--- src/rtl/blink_monitor_pkg.sv ---
// Shared state encoding and default timing constants for the blink monitor.
package blink_monitor_pkg;

  typedef enum logic [1:0] {SEARCH, MEASURE, LOCKED, FAULT} state_t;

  localparam int DEF_HALF_PERIOD = 10;
  localparam int DEF_TOLERANCE   = 0;
  localparam int DEF_LOCK_COUNT  = 4;

endpackage

--- src/rtl/blink_sync.sv ---
// Two-flop synchronizer bringing the monitored blink line into the clock domain.
module blink_sync (
  input  logic clock,
  input  logic reset_n,
  input  logic raw,
  output logic synced
);

  logic meta;

  always_ff @(posedge clock or negedge reset_n) begin
    if (!reset_n) begin
      meta   <= 1'b0;
      synced <= 1'b0;
    end else begin
      meta   <= raw;
      synced <= meta;
    end
  end

endmodule

--- src/rtl/blink_monitor.sv ---
// Measures every high/low phase of the blink line, declares lock after a run of good
// phases and latches a sticky fault. Define BLINK_MONITOR_SYNC_EN to synchronize the input.
module blink_monitor
  import blink_monitor_pkg::*;
#(
  parameter int HALF_PERIOD = DEF_HALF_PERIOD,
  parameter int TOLERANCE   = DEF_TOLERANCE,
  parameter int LOCK_COUNT  = DEF_LOCK_COUNT,
  parameter int CNT_WIDTH   = 16
) (
  input  logic                 clock,
  input  logic                 reset_n,
  input  logic                 blinker,
  input  logic                 clear,
  output logic                 edge_pulse,
  output logic                 locked,
  output logic                 fault,
  output logic [CNT_WIDTH-1:0] last_phase,
  output logic [15:0]          edge_count
);

  localparam int RUN_W = $clog2(LOCK_COUNT + 1);
  localparam logic [CNT_WIDTH-1:0] CNT_MAX = '1;
  localparam logic [CNT_WIDTH-1:0] MIN_LEN = CNT_WIDTH'(HALF_PERIOD - TOLERANCE);
  localparam logic [CNT_WIDTH-1:0] MAX_LEN = CNT_WIDTH'(HALF_PERIOD + TOLERANCE);
  localparam logic [RUN_W-1:0]     RUN_LAST = RUN_W'(LOCK_COUNT - 1);

  state_t               state;
  logic                 s;
  logic                 prev;
  logic                 transition;
  logic                 good;
  logic                 timeout;
  logic [CNT_WIDTH-1:0] phase_cnt;
  logic [CNT_WIDTH-1:0] phase_len;
  logic [RUN_W-1:0]     good_run;

`ifdef BLINK_MONITOR_SYNC_EN
  blink_sync u_sync (
    .clock   (clock),
    .reset_n (reset_n),
    .raw     (blinker),
    .synced  (s)
  );
`else
  assign s = blinker;
`endif

  // Length of the phase ending now; a saturated counter reports all-ones.
  assign transition = (s != prev);
  assign phase_len  = (phase_cnt == CNT_MAX) ? CNT_MAX : phase_cnt + 1'b1;
  assign good       = (phase_len >= MIN_LEN) && (phase_len <= MAX_LEN);
  assign timeout    = !transition && (phase_cnt == MAX_LEN);

  always_ff @(posedge clock or negedge reset_n) begin
    if (!reset_n) begin
      state      <= SEARCH;
      prev       <= 1'b0;
      phase_cnt  <= '0;
      good_run   <= '0;
      edge_pulse <= 1'b0;
      locked     <= 1'b0;
      fault      <= 1'b0;
      last_phase <= '0;
      edge_count <= '0;
    end else begin
      prev <= s;
      if (clear) begin
        state      <= SEARCH;
        phase_cnt  <= '0;
        good_run   <= '0;
        edge_pulse <= 1'b0;
        locked     <= 1'b0;
        fault      <= 1'b0;
        last_phase <= '0;
        edge_count <= '0;
      end else begin
        edge_pulse <= transition;
        if (transition) begin
          phase_cnt <= '0;
          if (edge_count != 16'hFFFF) edge_count <= edge_count + 16'd1;
        end else if (phase_cnt != CNT_MAX) begin
          phase_cnt <= phase_cnt + 1'b1;
        end
        if (transition && state != SEARCH) last_phase <= phase_len;

        // The partial phase seen in SEARCH is never judged.
        case (state)
          SEARCH: begin
            if (transition) state <= MEASURE;
          end
          MEASURE: begin
            if (transition) begin
              if (!good) begin
                good_run <= '0;
              end else if (good_run == RUN_LAST) begin
                good_run <= '0;
                state    <= LOCKED;
                locked   <= 1'b1;
              end else begin
                good_run <= good_run + 1'b1;
              end
            end else if (timeout) begin
              good_run <= '0;
            end
          end
          LOCKED: begin
            if ((transition && !good) || timeout) begin
              state  <= FAULT;
              locked <= 1'b0;
              fault  <= 1'b1;
            end
          end
          FAULT: begin
            state <= FAULT;
          end
          default: state <= SEARCH;
        endcase
      end
    end
  end

endmodule
--- config.mk ---
export PLATFORM = sky130hd
export DESIGN_NAME = blink_monitor
export DESIGN_NICKNAME = d
export VERILOG_FILES = /design/src/rtl/blink_monitor_pkg.sv /design/src/rtl/blink_sync.sv /design/src/rtl/blink_monitor.sv
export SDC_FILE = /design/constraint.sdc
export NUM_CORES = 1
export LEC_CHECK = 0
export CELL_PAD_IN_SITES_DETAIL_PLACEMENT = 0
export CELL_PAD_IN_SITES_GLOBAL_PLACEMENT = 1
export CORE_MARGIN = 1.5
export CORE_UTILIZATION = 36
export DETAILED_ROUTE_END_ITERATION = 7
export GPL_ROUTABILITY_DRIVEN = 0
export GPL_TIMING_DRIVEN = 0
export PLACE_DENSITY_LB_ADDON = 0.2
export SYNTH_ARGS = -nofsm -noshare
export SYNTH_HDL_FRONTEND = slang
export SYNTH_SLANG_ARGS = --single-unit
--- constraint.sdc ---
create_clock -name clock -period 2.9 [get_ports clock]
set_input_delay 0.29 -clock clock [delete_from_list [all_inputs] [get_ports clock]]
set_output_delay 0.29 -clock clock [all_outputs]
set_load 0.03 [all_outputs]
# [Word-level counts from Yosys, hierarchy flattened]
# Cells that the tools add are included.
[totals] reg_bits=57 inputBits=4 out_inout_bits=35 word_cells=83
[op_classes] n_addsub=3 n_lt_le_gt_ge=2 n_eq_ne=14 muxes=32 reduce_logical=23
[op_table] operator="2-to-1 mux 16 bit" n=9
[op_table] operator="adder 16 x 1 -> 16 bit (second input constant)" n=2
[op_table] operator="inequality test 16 bit (second input constant)" n=2
[op_table] operator="2-to-1 mux 3 bit" n=6
[op_table] operator="equality test 16 bit (second input constant)" n=1
[op_table] operator="equality test 16 x 4 -> 1 bit (second input constant)" n=1
[op_table] operator="greater-or-equal comparator 16 x 4 -> 1 bit (second input constant)" n=1
[op_table] operator="less-or-equal comparator 16 x 4 -> 1 bit (second input constant)" n=1
[op_table] operator="inequality test 3 bit (second input constant)" n=5
[op_table] operator="nonzero test 2 bit" n=7
[op_table] operator="2-to-1 mux 2 bit" n=6
[op_table] operator="AND reduction 5 bit" n=2
[op_table] operator="2-to-1 mux 1 bit" n=9
[op_table] operator="nonzero test 3 bit" n=3
[op_table] operator="case mux 2 bit (4 select lines)" n=1
[op_table] operator="AND reduction 2 bit" n=3
[op_table] operator="equality test 2 bit (second input constant)" n=2
[op_table] operator="logical AND 1 bit" n=4
[op_table] operator="adder 3 x 1 -> 3 bit (second input constant)" n=1
[op_table] operator="equality test 3 x 2 -> 1 bit (second input constant)" n=1
[op_table] operator="equality test 2 x 1 -> 1 bit (second input constant)" n=1
[op_table] operator="logical NOT 1 bit" n=2
[op_table] operator="logical NOT 2 bit" n=1
[op_table] operator="case mux 1 bit (2 select lines)" n=1
[op_table] operator="2 further kinds" n=2

# [Longest topological paths before layout]
[depth] word_depth=10 ltp_mapped=8 depth_no_buf=8

# [Least setup slack after synthesis]
# Ideal clock, no wire load.
[synth_timing] kind="reg2reg" from="reg phase_cnt[1]" to="reg good_run[0]" setup_ns=0.092 arrival_time_ns=2.458 required_ns=2.808 slack_ns=0.350 path_stages_with_launch=9 path_buffers=0 synth_period_minus_slack_ns=2.550 path_cell_list="dfrtp_1 ha_1 nand4_2 nor4_1 mux2i_1 o21ai_2 or4_4 nand4b_4 o31ai_2"
[synth_between] elab_chain_cells=8 elab_cells_between_ends=14 classes_between="add/sub (1); order compare (2); eq/ne (2); mux (5); reduce/logical (4)"
[synth_lines] item="from (decl)" line_no="blink_monitor.sv:34" rtl="logic [CNT_WIDTH-1:0] phase_cnt;"
[synth_lines] item="from (signal assigned)" line_no="blink_monitor.sv:83" rtl="phase_cnt <= phase_cnt + 1'b1;"
[synth_lines] item="adder 16 x 1 -> 16 bit or equality test 16 bit (tied branches)" line_no="blink_monitor.sv:51" rtl="assign phase_len = (phase_cnt == CNT_MAX) ? CNT_MAX : phase_cnt + 1'b1;"
[synth_lines] item="2-to-1 mux 16 bit" line_no="blink_monitor.sv:51"
[synth_lines] item="greater-or-equal comparator 16 x 4 -> 1 bit or less-or-equal comparator 16 x 4 -> 1 bit (tied branches)" line_no="blink_monitor.sv:52" rtl="assign good = (phase_len >= MIN_LEN) && (phase_len <= MAX_LEN);"
[synth_lines] item="logical AND 1 bit" line_no="blink_monitor.sv:52"
[synth_lines] item="2-to-1 mux 3 bit" line_no="blink_monitor.sv:94" rtl="if (!good) begin"
[synth_lines] item="2-to-1 mux 3 bit" line_no="blink_monitor.sv:93" rtl="if (transition) begin"
[synth_lines] item="2-to-1 mux 3 bit" line_no="blink_monitor.sv:88" rtl="case (state)"
[synth_lines] item="2-to-1 mux 3 bit" line_no="blink_monitor.sv:68" rtl="if (clear) begin"
[synth_lines] item="to (signal assigned)" line_no="blink_monitor.sv:101" rtl="good_run <= good_run + 1'b1;"
[synth_lines] item="to (decl)" line_no="blink_monitor.sv:36" rtl="logic [RUN_W-1:0] good_run;"
# Several ways; a longest one is shown, not always the timed one. The select of a mux whose other input is x is not followed.
# A chain may end at the register's enable or synchronous reset.

# [Worst setup path after layout]
[layout_timing] from="reg phase_cnt[1]" to="reg fault"
[layout_between] elab_chain_cells=9 elab_cells_between_ends=13 classes_between="add/sub (1); order compare (2); eq/ne (2); mux (1); reduce/logical (7)"
[layout_lines] item="adder 16 x 1 -> 16 bit or equality test 16 bit (tied branches)" line_no="blink_monitor.sv:51"
[layout_lines] item="2-to-1 mux 16 bit" line_no="blink_monitor.sv:51"
[layout_lines] item="greater-or-equal comparator 16 x 4 -> 1 bit or less-or-equal comparator 16 x 4 -> 1 bit (tied branches)" line_no="blink_monitor.sv:52"
[layout_lines] item="logical AND 1 bit" line_no="blink_monitor.sv:52"
[layout_lines] item="logical NOT 1 bit" line_no="blink_monitor.sv:108" rtl="if ((transition && !good) || timeout) begin"
[layout_lines] item="logical AND 1 bit" line_no="blink_monitor.sv:108"
[layout_lines] item="logical OR 1 bit (*)" line_no="blink_monitor.sv:108"
[layout_lines] item="nonzero test 2 bit (no line) (*)"
[layout_lines] item="AND reduction 2 bit (no line) (*)"
[layout_lines] item="to (signal assigned)" line_no="blink_monitor.sv:63" rtl="fault <= 1'b0;"
[layout_lines] item="to (signal assigned)" line_no="blink_monitor.sv:74" rtl="fault <= 1'b0;"
[layout_lines] item="to (signal assigned)" line_no="blink_monitor.sv:111" rtl="fault <= 1'b1;"
[layout_lines] item="to (decl)" line_no="blink_monitor.sv:17" rtl="output logic fault,"
# Mark *: on every way between the ends. The rest lies on a longest branch, timed or not.

==> impl_metrics.py <==
metrics = {
    "status": {
        "status": "completed",
    },
    "global_routing": {
        "grt_usage_pct": 17.4,
        "antenna_found_initial": 0,
        "grt_pass1_wl_microns": 11500,
        "grt_max_degree": 40,
        "grt_remaining_overflow": 0,
        "grt_pass1_vias": 2245,
    },
    "die": {
        "dieHeight_microns": 93.4,
        "start_util_pct": 37.7,
        "dieArea_sq_um": 8720,
        "die_w_microns": 93.4,
        "core-area_sq_um": 7810,
        "rows": 32,
        "io_pins": 39,
    },
    "finish": {
        "fill_cells": 774,
        "finalNonFillerCells": 457,
        "final_layout_size_suffix_gt1_share_pct": 12.7,
        "area_delta_synth_final_pct": 25.3,
        "seqCellArea_sq_um": 1430,
        "final_nets": 359,
        "multiInputGateArea_sq_um": 1410,
        "num_antenna_cells": 0,
    },
    "synthesis": {
        "synth_cell_types": 54,
        "synth-main-ff-cell": "dfrtp_1",
        "avgSynthCellArea_sq_um": 9.87,
        "postSynth.asyncResetShare_pct": 100,
        "yosysWarnings": 0,
        "ys_seq_elements": 57,
        "synth_nets": 306,
        "syn_inst": 298,
        "synth_edf_count": 0,
        "seq_area_frac_synth_pct": 48.5,
        "synth_area_sq_um": 2940,
    },
    "clock_tree": {
        "clk_latency_ns": 0.33,
        "clock_path_buffers": 2,
        "cts_tree": "yes",
        "htreeDepth": 3,
        "numCtsBuffers": 9,
        "clkSinkCount": 57,
        "clk_pin_slew_ns": 0.07,
        "root_buffer": "clkbuf_8",
    },
    "critical_path": {
        "rr_worst_depth": 8,
        "startpoint": "phase_cnt[1]$_DFFE_PN0P_",
        "path_class": "reg -> reg",
        "timing.rr.start": "phase_cnt[1]$_DFFE_PN0P_",
        "rrSetupSlack_ns": 0.16,
        "critPathRequiredTime_ns": 3.10,
        "timing.rr.end": "fault$_DFFE_PN0P_",
        "cp_max_fo": 9,
        "cp-end-kind": "flop",
        "cp.arrival_ns": 2.94,
        "startpoint_type": "flop",
        "crit_end": "fault$_DFFE_PN0P_",
    },
    "routing": {
        "vias_per_cell": 5.22,
        "postRouteAntennaNets": 0,
        "routed_wl_microns": 6750,
        "dr.pass1.iters": 4,
        "drt_iter0_drc": 120,
        "drc": 0,
        "vias": 2385,
        "avgRoutedWirePerCell_microns": 14.8,
    },
    "power_and_ir_drop": {
        "power.ir.vdd_worst_v": 0.000220,
        "p_per_area_nw_per_um2": 436,
        "p_leak_nw": 1.55,
    },
    "sta": {
        "holdWs_ns": 0.428,
        "relSlewSlack_pct": 60.5,
        "worstMarginPinSlew_ns": 0.593,
        "period_minus_slack_ns": 2.74,
        "drv_slew": 0,
        "fin_crit_sh_pct": 94.5,
        "max_freq_mhz": 365,
        "finalSetupViolCount": 0,
        "hold_violations": 0,
        "skew_ns": 0.0120,
        "rsz0062_at_grt": "no",
    },
    "placed_design": {
        "port_buffers": 38,
        "post-dp-hpwl_microns": 4840,
        "dp.cells": 439,
    },
    "flow_run": {
        "cap_violations": 0,
    },
    "worst_hold_path": {
        "hold_path_class": "in -> async",
    },
}
## registers in the layout, indices dropped and copies added (netlist names)
register	flops
edge_pulse	1
edge_count	16
locked	1
fault	1
state	2
prev	1
phase_cnt	16
good_run	3
last_phase	16
## cell usage after synthesis, drive strengths merged, types with 2 or more instances
cell type / count / area share (%)
xor2: 11 / 3.3
mux2i: 5 / 1.7
nand3: 10 / 2.3
or4: 3 / 0.89
or3: 2 / 0.43
a22o: 4 / 1.2
and4: 3 / 0.89
o21a: 2 / 0.51
and2: 2 / 0.43
a21oi: 19 / 3.2
or2: 2 / 0.43
nand4b: 2 / 1.1
and3: 4 / 0.85
nand2b: 4 / 0.85
o31ai: 2 / 0.85
xnor2: 10 / 3.0
clkbuf: 9 / 1.5
a21o: 6 / 1.5
buf: 4 / 1.3
nand2: 26 / 3.4
dfrtp: 57 / 49
nor3: 6 / 1.4
nand4: 13 / 3.2
nor3b: 3 / 0.77
nor4: 10 / 2.1
o21ai: 14 / 2.5
a31oi: 2 / 0.43
nor2: 36 / 4.9
ha: 4 / 1.7
nor2b: 2 / 0.43
inv: 10 / 1.3
## power by group
group / total [mW] / switching, mW / leakage [nW] / internal (mW)
logic: 0.127 / 0.0837 / 0.681 / 0.0436
clock network: 0.660 / 0.335 / 0.0802 / 0.325
registers: 0.821 / 0.0143 / 0.786 / 0.806
total: 1.61 / 0.433 / 1.55 / 1.17
## final cells by class
type	instances	share of cell area, %
inverters	10	1.02
well taps	102	3.46
clock buffers	10	3.74
plain buffers	12	2.14
multi-input cells	218	38.4
flip-flops and latches	57	38.8
clock inverters	5	0.883
repair buffers	43	11.6
## stage by stage
| stage | setup WS [ns] | power, mW | setup TNS [ns] | utilization [%] | instance area, sq um |
|---|---|---|---|---|---|
| final | 0.160 | 1.61 | 0 | 47.2 | 3680 |
| after global placement | -0.298 | 0.960 | -17.19 | 44.2 | 3450 |
| after detailed placement | -0.177 | 0.965 | -0.582 | 44.4 | 3460 |
| after global routing | 0.0205 | 1.69 | 0 | 47.2 | 3680 |
| after floorplan | 0.350 | 0.906 | 0 | - | 2940 |
| after CTS | 0.0148 | 1.63 | 0 | 47.0 | 3670 |
## logic make-up after synthesis
group           share of synthesized area [%]
xor+xnor                                 6.26
flops                                    48.5
mux                                      1.70
buf+inv                                  4.08
compound gates                           12.9
fa+ha+maj                                1.70
simple gates                             24.9
## routing by layer
metal  vias to the layer above  wire, microns  global-route usage (%)
met5                         -              0                       0
met4                         0            108                    6.69
met3                         7            267                    4.63
met2                        60           2930                    24.8
met1                      1152           3450                    25.0
li1                       1166              -                       -
## worst max-delay path, stage by stage, from the launching register on
cell       delay (ns)
dfrtp_2          0.46
ha_2             0.29
nand4_4          0.19
nor4_1           0.38
mux2i_1          0.35
o21ai_2          0.10
or4_4            0.47
o2111ai_1        0.27
a21oi_1          0.11
## repair_timing
action,CTS,global route
endpoints found under the setup margin,5,5
buffers inserted,1,2
endpoints found under the hold margin,18,0
hold buffers,1,0
gates resized for setup,4,2
## worst min-delay path by stage
stage                                    from                         to  slack, ns  depth (start not counted)
floorplan                             reset_n  edge_count[0]$_DFFE_PN0P_     -0.006                          0
global placement    last_phase[2]$_DFFE_PN0P_  last_phase[2]$_DFFE_PN0P_       0.46                          1
detailed placement                    reset_n    good_run[1]$_DFFE_PN0P_       0.27                          1
CTS                                   reset_n    good_run[1]$_DFFE_PN0P_       0.44                          2
global route                          blinker             prev$_DFF_PN0_       0.44                          1
finish                                reset_n    good_run[1]$_DFFE_PN0P_       0.43                          2
## layout by cell type (no fill, tap or decap), types with 3 or more instances in the layout
master / instances
nor4_1: 10
dfrtp_1: 55
o21ai_0: 12
nor2_1: 35
xnor2_1: 10
ha_1: 3
a21o_1: 6
nand4_1: 11
nand2_1: 25
clkbuf_8: 11
and3_1: 4
nand3_1: 8
inv_1: 10
a22o_1: 4
clkinvlp_4: 3
and4_1: 3
nand2b_1: 4
nor3_1: 4
a21oi_1: 19
mux2i_1: 4
clkdlybuf4s50_1: 37
clkbuf_1: 7
nor3b_1: 3
xor2_1: 11
buf_6: 3
buf_4: 3
No activity file was read; power rests on OpenSTA's default activity.
==> patch (same settings) <==
The 4 states of `state_t` get a one-hot encoding in 4 bits.
--- a/src/rtl/blink_monitor_pkg.sv
+++ b/src/rtl/blink_monitor_pkg.sv
@@ -2,5 +2,5 @@
 package blink_monitor_pkg;
 
-  typedef enum logic [1:0] {SEARCH, MEASURE, LOCKED, FAULT} state_t;
+  typedef enum logic [3:0] {SEARCH = 4'b0001, MEASURE = 4'b0010, LOCKED = 4'b0100, FAULT = 4'b1000} state_t;
 
   localparam int DEF_HALF_PERIOD = 10;
Function: same outputs for any inputs over 10 cycles, from zero or initial values and one cycle with reset_n low; not proved beyond that.
==> patch against the original RTL <==
Worst setup slack better by 20 ps; sequential share of layout area shrank 1.5 points; via count rose by 8.0%; wire length is 11% higher; cell area increased by 7.7%; utilization grew 0.40 points; total power grew 22%; sequential cell count is 2 higher; non-clock buffer count unchanged; area after synthesis is 6.9% higher.
==> patch: results (changes against the original RTL) <==
share of cells above drive strength 1 11.4% (-1.3 points); Seq/Total Area, Yosys 47.0% (-1.5 points); Vias 2575 (+8.0%); vias in the first global route 2462 (+9.7%); first-pass GRT wire length 12500 um (+9.2%); top cells by area, synth dfrtp_1, nor2_1, xnor2_1, nand2_1, xor2_1; initial antenna violation count 0 (unchanged); Compound-Gate Fraction of Synth Area 14.1% (+1.2 points); Non-Filler Instances 483 (+5.7%); Final Skew 12.1 ps (+0.122 ps); placed cell count 465 (+5.9%); Regs by FF count edge_count (16), last_phase (16), phase_cnt (16); # fillers 793 (+2.5%); Distinct cells, synth 53 (-1.9%); adder-cell share of the synthesized area 1.59% (-0.11 points); Placed Area 0.00367 sq mm (+6.0%); Met1 Wirelength 3800 um (+10%); Slowest-stage cell, CP or4b_1; commonest cells in the netlist dfrtp_1, nor2_1, nand2_1; Leak 1.71 nW (+11%); CTS clk-pin slew, worst paths 70 ps (about the same); GRT Util Overall 17.8% (+0.40 points); largest net degree at the start of global routing 34 (-15%); initial DRC count 110 (-8.3%); proportion of synthesized area in mux cells 1.99% (+0.29 points); delay-heaviest family, CP simple AND/OR/NAND/NOR gates; fraction of registers with async set/reset 100% (unchanged); Total Nets Final 381 (+6.1%); met3 wire len 234 um (-12%); synthesized instance count 321 (+7.7%); Post-Syn Nets 329 (+7.5%); outcome completed; DR WL met2 3430 um (+17%); worst vdd ir 0.224 mV (+1.6%); worst hold path class register to register; slew margin rel. 26.0% (-35 points); CTS Buffer Depth 2 (unchanged); average routed wire per standard cell 15.5 um (+5.3%); yosys synthesis warning count 0 (unchanged); DP Wirelength 5400 um (+12%); critical path peak fanout 6 (-3); max incr delay on CP 550 ps (+80 ps); # diodes 0 (unchanged); XOR/XNOR Fraction of Synth Area 6.41% (+0.15 points); uppermost routed layer met4; 1st-pass router iterations 5 (+1)
-- patch: cell types whose count changed in the layout (fill, tap and decap cells not counted), sizes merged, moves of 5 or more --
cell,change
a22o,+5
inv,-5
nor2,+5
nand3,+5
nor4,-6
nor4b,+5
-- patch: path summary, 6_finish.rpt --
kind / startpoint / end / slack [ps] / depth (start not counted)
hold / removal: last_phase[7] / last_phase[7] / 480 / 1
setup reg to reg: phase_cnt[0] / locked / 180 / 9
setup / recovery: phase_cnt[0] / locked / 180 / 9
min in group asynchronous: reset_n / phase_cnt[12] / 540 / 2
hold reg to reg: last_phase[7] / last_phase[7] / 480 / 1
max in group asynchronous: reset_n / state[0] / 1680 / 3
-- patch: per-stage QoR --
step           setup WS [ps]  hold WS (ps)  util [%]
3_5_place_dp            -128           353      44.0
2_1_floorplan            257         -5.59         -
5_1_grt                 38.8           501      47.6
6_report                 181           480      47.6
3_3_place_gp            -450           461      43.8
4_1_cts                 54.3           484      47.4
-- patch: cell families (layout without fill, tap and decap cells) --
logic type / after synthesis / count (layout)
simple gates: 145 / 145
mux: 6 / 6
xor+xnor: 23 / 23
flops: 59 / 59
buf+inv: 19 / 76
compound gates: 65 / 65
fa+ha+maj: 4 / 4
-- patch: timing repair --
action | CTS | global route
endpoints found under the hold margin | 20 | 0
endpoints found under the setup margin | 2 | 1
gates cloned | 0 | 0
hold buffers | 1 | 0
pin swaps | 0 | 1
gates resized for setup | 4 | 2
buffers inserted | 0 | 1
-- patch: power breakdown --
group	internal (mW)	switching (mW)
Clock	0.640	0.322
Combinational	0.0440	0.0947
Sequential	0.838	0.0166
-- patch: cell type report --
| class | count | share of cell area, % |
|---|---|---|
| multi-input combinational | 243 | 40.2 |
| sequential | 59 | 37.3 |
| timing repair buffer | 41 | 10.4 |
| clock buffer | 12 | 4.16 |
| tap | 105 | 3.31 |
| clock inverter | 4 | 2.40 |
| buffer | 14 | 1.80 |
| inverter | 5 | 0.473 |
-- patch: routing by layer --
metal	vias up	global-route usage (%)
met5	-	0
met4	0	6.88
met3	4	3.13
met2	48	27.2
met1	1250	25.1
li1	1273	-
-- patch: worst register-to-register path: cells and delay by family, from the launching register on --
kind,cells,cell delay [ps]
and+or+nand+nor,4,930
AOI/OAI and AO/OA,3,850
DFF,1,450
adders and majority gates,1,190
buffers and inverters,1,170
